[src/rtl/log2_pkg.sv]
// Shared format constants and FSM encoding for the log2 unit and the pow-2 exponent block.
package log2_pkg;

    localparam int unsigned LOG2_W     = 16;
    localparam int unsigned LOG2_INT_W = 3;
    localparam int unsigned LOG2_FRC_W = 12;

    // Most negative representable result, used for zero and underflow clamps.
    localparam logic [LOG2_W-1:0] Y_MIN = {1'b1, {(LOG2_W-1){1'b0}}};

    typedef logic [1:0] state_t;

    localparam state_t ST_IDLE = 2'd0;
    localparam state_t ST_NORM = 2'd1;
    localparam state_t ST_FRAC = 2'd2;
    localparam state_t ST_DONE = 2'd3;

    // Signed exponent register width for a W-bit operand.
    function automatic int unsigned exp_width(input int unsigned w);
        return $clog2(w) + 2;
    endfunction

endpackage

[src/rtl/log2_unit_if.sv]
// Operand/result handshake bundle of the log2 unit.
interface log2_unit_if
    import log2_pkg::*;
#(
    parameter int unsigned W = LOG2_W
);
    logic         in_valid;
    logic         in_ready;
    logic [W-1:0] x;
    logic         out_valid;
    logic         out_ready;
    logic [W-1:0] y;
    logic         zero_err;
    logic         sat;

    modport master (
        output in_valid, x, out_ready,
        input  in_ready, out_valid, y, zero_err, sat
    );

    modport slave (
        input  in_valid, x, out_ready,
        output in_ready, out_valid, y, zero_err, sat
    );
endinterface

[src/rtl/log2_frac_step.sv]
// One squaring step: m in Q1.(W-1) within [1,2), returns next m and one fraction bit.
module log2_frac_step
    import log2_pkg::*;
#(
    parameter int unsigned W = LOG2_W
) (
    input  logic [W-1:0] m_i,
    output logic [W-1:0] m_o,
    output logic         bit_o
);
    localparam int unsigned PW = 2 * W;

    logic [PW-1:0] p;
    logic          p_unused_lo;

    assign p = PW'(m_i) * PW'(m_i);

    // m^2 >= 2 yields a 1 bit and renormalizes by an extra halving; both paths truncate.
    assign bit_o = p[PW-1];
    assign m_o   = p[PW-1] ? p[PW-1:W] : p[PW-2:W-1];

    assign p_unused_lo = ^p[W-2:0];
endmodule

[src/rtl/log2_unit.sv]
// Sequential fixed-point log2: normalize by left shifts, then extract fraction bits by squaring.
// Define LOG2_MITCHELL_EN to replace the squaring loop with Mitchell's linear approximation.
module log2_unit
    import log2_pkg::*;
#(
    parameter int unsigned W     = LOG2_W,
    parameter int unsigned INT_W = LOG2_INT_W,
    parameter int unsigned FRC_W = LOG2_FRC_W
) (
    input  logic      clk,
    input  logic      rst,
    log2_unit_if.slave bus
);
    localparam int unsigned EW       = exp_width(W);
    localparam int unsigned CW       = $clog2(FRC_W);
    localparam int          E_MIN_I  = -(2 ** int'(INT_W));
    localparam logic signed [EW-1:0] E_INIT = EW'(W - 1 - FRC_W);
    localparam logic signed [EW-1:0] E_MIN  = EW'(E_MIN_I);
    localparam logic [W-1:0] Y_MIN_W = {1'b1, {(W-1){1'b0}}};

    state_t                 state_q, state_d;
    logic [W-1:0]           m_q, m_d;
    logic signed [EW-1:0]   e_q, e_d;
    logic [W-1:0]           y_q, y_d;
    logic                   zero_err_q, zero_err_d;
    logic                   sat_q, sat_d;
    logic                   in_ready_q;
    logic                   out_valid_q;

    logic [FRC_W-1:0]       frac_fin;
    logic [W-1:0]           r_fin;
    logic                   sat_fin;

`ifdef LOG2_MITCHELL_EN
    assign frac_fin = m_q[W-2 -: FRC_W];
`else
    logic [FRC_W-2:0]       frac_q, frac_d;
    logic [CW-1:0]          cnt_q, cnt_d;
    logic [W-1:0]           step_m;
    logic                   step_bit;

    log2_frac_step #(.W(W)) u_step (
        .m_i   (m_q),
        .m_o   (step_m),
        .bit_o (step_bit)
    );

    assign frac_fin = {frac_q, step_bit};
`endif

    // Final result as seen when leaving the fraction phase.
    assign r_fin   = {e_q[INT_W:0], frac_fin};
    assign sat_fin = (e_q < E_MIN);

    always_comb begin
        state_d    = state_q;
        m_d        = m_q;
        e_d        = e_q;
        y_d        = y_q;
        zero_err_d = zero_err_q;
        sat_d      = sat_q;
`ifndef LOG2_MITCHELL_EN
        frac_d     = frac_q;
        cnt_d      = cnt_q;
`endif
        case (state_q)
            ST_IDLE: begin
                if (bus.in_valid) begin
                    m_d     = bus.x;
                    e_d     = E_INIT;
                    state_d = ST_NORM;
                end
            end
            ST_NORM: begin
                if (m_q == '0) begin
                    state_d    = ST_DONE;
                    y_d        = Y_MIN_W;
                    zero_err_d = 1'b1;
                    sat_d      = 1'b1;
                end else if (m_q[W-1]) begin
`ifdef LOG2_MITCHELL_EN
                    state_d    = ST_DONE;
                    zero_err_d = 1'b0;
                    sat_d      = sat_fin;
                    y_d        = sat_fin ? Y_MIN_W : r_fin;
`else
                    state_d    = ST_FRAC;
                    cnt_d      = '0;
                    frac_d     = '0;
`endif
                end else begin
                    m_d = m_q << 1;
                    e_d = e_q - EW'(1);
                end
            end
`ifndef LOG2_MITCHELL_EN
            ST_FRAC: begin
                m_d    = step_m;
                frac_d = frac_fin[FRC_W-2:0];
                cnt_d  = cnt_q + CW'(1);
                if (cnt_q == CW'(FRC_W - 1)) begin
                    state_d    = ST_DONE;
                    zero_err_d = 1'b0;
                    sat_d      = sat_fin;
                    y_d        = sat_fin ? Y_MIN_W : r_fin;
                end
            end
`endif
            ST_DONE: begin
                if (out_valid_q && bus.out_ready) begin
                    state_d = ST_IDLE;
                end
            end
            default: state_d = ST_IDLE;
        endcase
    end

    // Result registers settle on entry to DONE; out_valid follows one cycle later.
    always_ff @(posedge clk) begin
        if (rst) begin
            state_q     <= ST_IDLE;
            m_q         <= '0;
            e_q         <= '0;
            y_q         <= '0;
            zero_err_q  <= 1'b0;
            sat_q       <= 1'b0;
            in_ready_q  <= 1'b1;
            out_valid_q <= 1'b0;
`ifndef LOG2_MITCHELL_EN
            frac_q      <= '0;
            cnt_q       <= '0;
`endif
        end else begin
            state_q     <= state_d;
            m_q         <= m_d;
            e_q         <= e_d;
            y_q         <= y_d;
            zero_err_q  <= zero_err_d;
            sat_q       <= sat_d;
            in_ready_q  <= (state_d == ST_IDLE);
            out_valid_q <= (state_q == ST_DONE) && (state_d == ST_DONE);
`ifndef LOG2_MITCHELL_EN
            frac_q      <= frac_d;
            cnt_q       <= cnt_d;
`endif
        end
    end

    assign bus.in_ready  = in_ready_q;
    assign bus.out_valid = out_valid_q;
    assign bus.y         = y_q;
    assign bus.zero_err  = zero_err_q;
    assign bus.sat       = sat_q;
endmodule

[src/flat_wrapper.sv]
// flat-port wrapper written by rule: the top's interface ports become plain ports
module log2_unit_flat import log2_pkg::*;
#(
    parameter int unsigned W     = LOG2_W,
    parameter int unsigned INT_W = LOG2_INT_W,
    parameter int unsigned FRC_W = LOG2_FRC_W
)
  (clk, rst, bus_in_valid, bus_x, bus_out_ready, bus_in_ready, bus_out_valid, bus_y, bus_zero_err, bus_sat);
  log2_unit_if #(.W(W)) bus_i ();
  input  logic clk;
  input  logic rst;
  input wire logic [$bits(bus_i.in_valid)-1:0] bus_in_valid;
  input wire logic [$bits(bus_i.x)-1:0] bus_x;
  input wire logic [$bits(bus_i.out_ready)-1:0] bus_out_ready;
  output wire logic [$bits(bus_i.in_ready)-1:0] bus_in_ready;
  output wire logic [$bits(bus_i.out_valid)-1:0] bus_out_valid;
  output wire logic [$bits(bus_i.y)-1:0] bus_y;
  output wire logic [$bits(bus_i.zero_err)-1:0] bus_zero_err;
  output wire logic [$bits(bus_i.sat)-1:0] bus_sat;
  assign bus_i.in_valid = bus_in_valid;
  assign bus_i.x = bus_x;
  assign bus_i.out_ready = bus_out_ready;
  assign bus_in_ready = bus_i.in_ready;
  assign bus_out_valid = bus_i.out_valid;
  assign bus_y = bus_i.y;
  assign bus_zero_err = bus_i.zero_err;
  assign bus_sat = bus_i.sat;
  log2_unit #(.W(W), .INT_W(INT_W), .FRC_W(FRC_W)) u_core (.clk(clk), .rst(rst), .bus(bus_i));
endmodule
[config.mk]
export PLATFORM = sky130hd
export DESIGN_NAME = log2_unit_flat
export DESIGN_NICKNAME = d
export VERILOG_FILES = /design/src/rtl/log2_pkg.sv /design/src/rtl/log2_unit_if.sv /design/src/rtl/log2_frac_step.sv /design/src/rtl/log2_unit.sv /design/src/flat_wrapper.sv
export SDC_FILE = /design/constraint.sdc
export NUM_CORES = 1
export LEC_CHECK = 0
export CAP_MARGIN = 30
export CORE_MARGIN = 2
export CORE_UTILIZATION = 60
export CTS_CLUSTER_SIZE = 12
export DETAILED_ROUTE_END_ITERATION = 10
export GPL_ROUTABILITY_DRIVEN = 0
export PLACE_DENSITY = 0.79
export SETUP_SLACK_MARGIN = 0.1
export SLEW_MARGIN = 25
export SYNTH_ARGS = -nofsm -noshare
export SYNTH_HDL_FRONTEND = slang
export SYNTH_SLANG_ARGS = --single-unit
[constraint.sdc]
create_clock -name clk -period 8.03 [get_ports clk]
set_clock_uncertainty 0.15 [all_clocks]
set_input_delay 1.2045 -clock clk [delete_from_list [all_inputs] [get_ports clk]]
set_output_delay 1.2045 -clock clk [all_outputs]
set_load 0.02 [all_outputs]
==> results of run 1 <==
state kept, by name, summed over array words and instances, names as in the netlist:
name,cells
u_core.e_q,6
u_core.bus.y,16
u_core.cnt_q,4
u_core.state_q,2
u_core.m_q,16
u_core.frac_q,11
u_core.bus.out_valid,1
u_core.bus.zero_err,1
u_core.bus.sat,1
u_core.bus.in_ready,1
cells by family after synthesis:
kind of cell,count (synthesis),share of synthesized area (%)
buf+inv,319,12.2
flops,59,11.8
simple gates,342,16.0
mux,11,1.13
compound gates,161,11.0
xor+xnor,28,2.44
fa+ha+maj,268,45.4
final timing paths:
check / end / slack (ps)
hold reg to reg: u_core.bus.sat / 300
setup reg to reg: u_core.m_q[12] / 480
setup / recovery: u_core.m_q[12] / 480
hold / removal: u_core.bus.sat / 300
power breakdown:
| part | switching, mW | internal, mW |
|---|---|---|
| Combinational | 2.27 | 1.50 |
| Clock | 0.144 | 0.273 |
| Sequential | 0.178 | 0.348 |
| Total | 2.59 | 2.12 |
layer usage:
metal / vias up / part of all wire (%) / global-route usage [%]
li1: 3758 / - / -
met1: 3897 / 40 / 34.2
met2: 258 / 52 / 49.3
met3: 47 / 5.7 / 3.01
met4: 0 / 2.6 / 7.68
met5: - / 0 / 0
synth_stat cells (4+ instances only):
library cell  number  area (sq um)
o211ai_1           4          30.0
nand4_1            6          37.5
ha_1             107          1340
xor2_1             8          70.1
nor4_1             4          25.0
xnor2_1           20           175
nor2_1            72           270
dfxtp_1           59          1180
nand2b_1          16           100
o22ai_1            5          31.3
a211oi_1           6          45.0
a22oi_1           16           120
nor3_1            15          75.1
clkbuf_1          50           188
and3_1             6          37.5
and2_1            31           194
mux2i_1            8          80.1
or2_2              5          31.3
a21oi_1           48           240
fa_1             161          3220
inv_1            261           980
o21ai_0           29           145
nand3_1           42           210
nand2_1          121           454
buf_6              4          45.0
nor2b_1           10          62.6
a21o_1             9          67.6
through the flow:
step	instances	util [%]	total power, mW
final	1420	66.3	4.71
after global routing	1420	66.3	5.29
after CTS	1418	66.2	4.70
after detailed placement	1402	64.2	4.24
after global placement	1402	64.2	4.16
after floorplan	1188	-	3.30
final cells by class:
class / instances / area (sq um) / area share, %
flip-flops and latches: 59 / 1180 / 10.8
multi-input cells: 811 / 7660 / 70.2
clock buffers: 9 / 225 / 2.06
well taps: 220 / 275 / 2.52
repair buffers: 53 / 490 / 4.49
inverters: 261 / 980 / 8.98
clock inverters: 7 / 101 / 0.929
repair_timing:
action,CTS,global route
hold buffers,0,0
resized for setup,0,0
setup endpoints to repair,0,5
worst max-delay path: stages, from the launching register on:
cell      delay [ps]
dfxtp_1          790
inv_1            350
nor2_1           270
ha_1             290
xor2_1           190
fa_1             540
inv_1             50
fa_1             480
fa_1             450
fa_1             510
inv_1             50
fa_1             480
inv_1             50
ha_1             350
a21oi_1          190
o21ai_0          140
a221oi_1         380
o211ai_2         200
mux2i_1          560
nor2_2           320
a211o_1          320
a211o_1          220
a21oi_1          130
==> qor.csv, run 1 <==
stage,metric,value,unit
place,I/O Buffers,39,
layout,FILL cells,1371,
logic_synthesis,post-synth cell types,67,
grt,first-pass GRT wire length,38.9,mm
layout,fin area,10900,sq um
clock_tree,Num CTS Buffers,9,
logic_synthesis,number of synthesized flops with an enable pin,0,
timing,Finish-stage setup viols,0,
grt,number of global-route vias before repair,8168,
clock_tree,# clock sinks,59,
timing,FMAX,132,MHz
timing,Final min period,7550,ps
drt,via count,7960,
timing,Slew @ Worst Pin,947,ps
flow_run,Max Cap Violations,0,
timing,RSZ-0062 raised after global routing,no,
timing,Max Slew Vio Count,0,
hold_path,worst hold path type,reg -> reg,
hold_path,hold path depth,2,
drt,Routed Antenna Nets,0,
timing,endpoints failing hold,0,
logic_synthesis,Async SR Flop Fraction,0,%
critical_path,CP Data Arrival Time,7650,ps
layout,most frequent cells in the layout,"inv_1 (261), fa_1 (161), nand2_1 (121)",
timing,TNS Setup,0,ps
timing,final setup margin,479,ps
hold_path,Hold Path Origin,u_core.bus.sat,
floorplanning,Die Wd,133,um
drt,Via density,5.61,
layout,layout cells sized above 1,4.83,%
clock_tree,Post-CTS Setup Bufs,0,
timing,headroom to the max-slew limit,36.8,%
drt,WL final,22.7,mm
critical_path,worst r2r src,u_core.m_q[12],
logic_synthesis,"Primary FF master, synth",dfxtp_1,
floorplanning,die area,17800,sq um
critical_path,Required @ worst endpoint,8130,ps
timing,worst hold slack,302,ps
grt,largest net degree at the start of global routing,57,
layout,Layout area overhead,8.60,%
layout,Final #Nets,1483,
drt,residual DRC count,0,
logic_synthesis,register area share after synthesis,11.8,%
floorplanning,chip height,133,um
logic_synthesis,Cells after Synth,1188,
power,Peak supply drop,0.000251,V
clock_tree,Worst-Skew Late Latency,330,ps
critical_path,crit-path max FO,14,
clock_tree,clk root buf,clkbuf_16,
clock_tree,CTS tree,yes,
timing,fin crit share,94.0,%
clock_tree,H-Tree Depth,3,
place,Area after DPL,10600,sq um
grt,GRT overflow,0,
drt,Starting DRT DRC Count,589,
critical_path,CP Capture Type,flop,
logic_synthesis,syn_nets,1476,
logic_synthesis,Post-Syn Area,10000,sq um
floorplanning,initial core utilization,61.0,%
logic_synthesis,syn avg cell area,8.46,sq um
drt,drt pass-1 iters,5,
grt,Total GRT Usage,27.1,%
critical_path,nature of the critical path startpoint,flop,
layout,n_diodes,0,
floorplanning,I/O pin cnt,40,
drt,WL/cell,16.0,um
power,Leak,5.60,nW
floorplanning,core area,16500,sq um
critical_path,critical path class,reg -> reg,
clock_tree,clk buf depth,2,
place,DP HPWL,17.9,mm
logic_synthesis,synthesized flop and latch total,59,
layout,"commonest non-fill, non-tap cell in the layout",inv_1,
power,pwr dens,432,nW/um^2
logic_synthesis,Syn. warnings,0,
critical_path,Worst Setup SP,u_core.m_q[12],
clock_tree,clock-pin slew on the worst setup and hold paths,50,ps
critical_path,Register-to-Register Path Depth,22,
floorplanning,num rows,47,
grt,initial antenna violation count,0,
run_status,status,"finished, final reports clean",
place,worst slack at placement,550,ps
No activity file was read; power rests on OpenSTA's default activity.
==> inputs of run 2 (changes only) <==
--- a/config.mk
+++ b/config.mk
@@ -14,4 +14,5 @@
 export PLACE_DENSITY = 0.79
 export SETUP_SLACK_MARGIN = 0.1
+export SKIP_CTS_REPAIR_TIMING = 1
 export SLEW_MARGIN = 25
 export SYNTH_ARGS = -nofsm -noshare
--- a/constraint.sdc
+++ b/constraint.sdc
@@ -3,3 +3,3 @@
 set_input_delay 1.2045 -clock clk [delete_from_list [all_inputs] [get_ports clk]]
 set_output_delay 1.2045 -clock clk [all_outputs]
-set_load 0.02 [all_outputs]
+set_load 0.1 [all_outputs]
==> results of run 2 <==
The final DEF is identical to that of run 1. Status: finished, final reports clean.
Power of run 2 is not shown: default switching activity piles up to over one toggle a cycle in this logic, so the estimate is an artifact.
==> inputs of run 3 (changes only) <==
Settings changed: ABC_AREA from default to 1.
==> run 3 against run 2 <==
  * Maximum frequency grew 12%
  * Synthesized cell count increased by 32%
  * Die area up 9.0%
  * Flip-flop and latch count unchanged
  * Setup slack gained 800 ps
  * Sequential share of layout area down 0.78 points
  * Global-route usage rose by 1.2 points
  * Design area up 7.7%
  * Critical endpoint is now u_core.m_q[6]
==> qor.csv, run 3 <==
stage,metric,value,unit
run_status,status,"finished, final reports clean",
critical_path,nature of the critical path startpoint,flop,
grt,Total GRT Usage,28.3,%
drt,residual DRC count,0,
logic_synthesis,synthesized flop and latch total,59,
layout,"commonest non-fill, non-tap cell in the layout",nand2_1,
power,Leak,6.93,nW
critical_path,Worst Setup EP,u_core.m_q[6],
timing,fin crit share,84.1,%
drt,WL/cell,14.6,um
floorplanning,core area,18000,sq um
critical_path,crit-path max FO,17,
floorplanning,initial core utilization,61.2,%
power,pwr dens,183,nW/um^2
timing,endpoints failing hold,0,
timing,TNS Setup,0,ps
layout,Seq. cell area,1180,sq um
critical_path,Critical-path top delay cell,dfxtp_1,
timing,worst hold slack,314,ps
critical_path,R2R Setup Slk,1280,ps
logic_synthesis,"Primary FF master, synth",dfxtp_1,
logic_synthesis,register area share after synthesis,10.8,%
clock_tree,# clock sinks,59,
timing,RSZ-0062 raised after global routing,no,
timing,headroom to the max-slew limit,33.5,%
layout,layout cells sized above 1,4.36,%
logic_synthesis,top post-synthesis cells by count,"nand2_1 (449), inv_1 (407), fa_1 (161), ha_1 (107), nor2_1 (84)",
flow_run,Max Cap Violations,0,
logic_synthesis,Cells after Synth,1574,
logic_synthesis,Synth area leaders,"fa_1 (29%), nand2_1 (15%), inv_1 (14%)",
logic_synthesis,syn avg cell area,6.98,sq um
critical_path,Required @ worst endpoint,8090,ps
logic_synthesis,Post-Syn Area,11000,sq um
floorplanning,num rows,49,
logic_synthesis,cell with the most instances after synthesis,nand2_1,
logic_synthesis,syn_nets,1862,
drt,drt pass-1 iters,8,
place,I/O Buffers,39,
layout,multi-input logic area,7970,sq um
timing,Max Slew Vio Count,0,
power,Peak supply drop,0.000167,V
power,Seq pwr share,18.9,%
grt,number of global-route vias before repair,9628,
clock_tree,Worst-Skew Late Latency,340,ps
critical_path,CP peak stage delay,900,ps
drt,Routed Antenna Nets,0,
critical_path,RR Endpoint,u_core.m_q[6],
floorplanning,Die Wd,139,um
clock_tree,Num CTS Buffers,9,
critical_path,CP Capture Type,flop,
layout,Final #Nets,1866,
layout,n_diodes,0,
timing,Finish-stage setup viols,0,
layout,most frequent cells in the layout,"nand2_1 (449), inv_1 (407), fa_1 (161)",
grt,first-pass GRT wire length,45.1,mm
critical_path,Worst Setup SP,u_core.m_q[7],
floorplanning,I/O pin cnt,40,
place,DP HPWL,21.7,mm
grt,initial antenna violation count,0,
clock_tree,H-Tree Depth,3,
power,P_sw,1.13,mW
clock_tree,CTS tree,yes,
logic_synthesis,post-synth top area cell,fa_1,
logic_synthesis,number of synthesized flops with an enable pin,0,
drt,via count,9497,
clock_tree,clk root buf,clkbuf_16,
clock_tree,clk buf depth,2,
power,Int Power,1.02,mW
logic_synthesis,top-area cell type share of the netlist area,29.3,%
drt,Via density,5.24,
drt,Starting DRT DRC Count,596,
floorplanning,chip height,139,um
grt,largest net degree at the start of global routing,47,
critical_path,critical path class,reg -> reg,
floorplanning,die area,19400,sq um
timing,Slew @ Worst Pin,994,ps
power,Gate power share,63.9,%
timing,FMAX,148,MHz
logic_synthesis,Async SR Flop Fraction,0,%
logic_synthesis,post-synth cell types,36,
layout,Layout area overhead,7.04,%
drt,WL final,26.5,mm
hold_path,worst hold path type,reg -> reg,
layout,FILL cells,1551,
logic_synthesis,Syn. warnings,0,
power,switching share of power,52.4,%
power,Clk pwr share,17.2,%
critical_path,CP most frequent cell,nand2_1,
critical_path,Register-to-Register Path Depth,28,
clock_tree,clock-pin slew on the worst setup and hold paths,60,ps
layout,fin util,65.5,%
critical_path,worst r2r src,u_core.m_q[7],
grt,GRT overflow,0,
critical_path,CP Data Arrival Time,6810,ps
timing,Final min period,6750,ps
[run 3: cell count changes after synthesis, sizes merged, moves of 13 or more]
cell and delta:
clkbuf -19, nor2 +14, nand2 +341, a22oi -17, nand2b -16, a21oi +26
buf +14, inv +158, and2 -32, xnor2 -13
[run 3: layout make-up]
| type | instances | area share, % |
|---|---|---|
| Timing Repair Buffer | 46 | 3.89 |
| Tap cell | 229 | 2.44 |
| Clock inverter | 7 | 0.479 |
| Sequential cell | 59 | 10.0 |
| Clock buffer | 9 | 1.92 |
| Multi-Input combinational cell | 1041 | 67.8 |
| Inverter | 421 | 13.4 |
[run 3: routing by layer]
layer | routed length, um | track usage, % | up-vias
met5 | 0 | 0 | -
met4 | 765 | 8.83 | 0
met3 | 1850 | 3.96 | 66
met2 | 12700 | 48.4 | 327
met1 | 11200 | 37.5 | 4474
li1 | - | - | 4630
[run 3: how the worst min path moves through the flow]
stage	endpoint	depth (start not counted)	from	slack, ps
global placement	u_core.bus.y[12]	2	u_core.e_q[0]	300
finish	u_core.bus.y[8]	2	u_core.bus.y[8]	310
floorplan	u_core.bus.y[12]	2	u_core.e_q[0]	290
global route	u_core.bus.y[8]	2	u_core.bus.y[8]	330
detailed placement	u_core.bus.y[12]	2	u_core.bus.y[12]	300
CTS	u_core.bus.y[12]	2	u_core.bus.y[12]	310
[run 3: power by group through the flow]
stage	Clock (mW)	Combinational [mW]	Sequential [mW]
after global placement	0	1.32	0.405
after CTS	0.371	1.37	0.402
after floorplan	0	1.03	0.362
final	0.370	1.37	0.406
after detailed placement	0	1.35	0.408
after global routing	0.382	1.56	0.409
[run 3: logic make-up after synthesis]
logic type                 count (synthesis)  share of synthesized area [%]
AOI/OAI and AO/OA                        122                           6.24
xor gates and xnor gates                  15                           1.20
adders and majority gates                268                           41.5
buffers and inverters                    474                           16.7
DFF                                       59                           10.8
and+or+nand+nor                          636                           23.6
[run 3: stage by stage]
stage	cell area, sq um	power (mW)	setup slack, ps	std cells
floorplan	11000	1.39	2120	1574
global placement	11400	1.73	1410	1794
detailed placement	11500	1.76	1380	1795
CTS	11700	2.14	1350	1811
global route	11800	2.35	944	1812
finish	11800	2.15	1280	1812
[run 3: worst max-delay path, delay by kind of cell, from the launching register on]
family,cells,cell delay [ps]
AOI/OAI and AO/OA,1,50
adders and majority gates,7,3400
buffers and inverters,7,630
DFF,1,900
and+or+nand+nor,13,1450
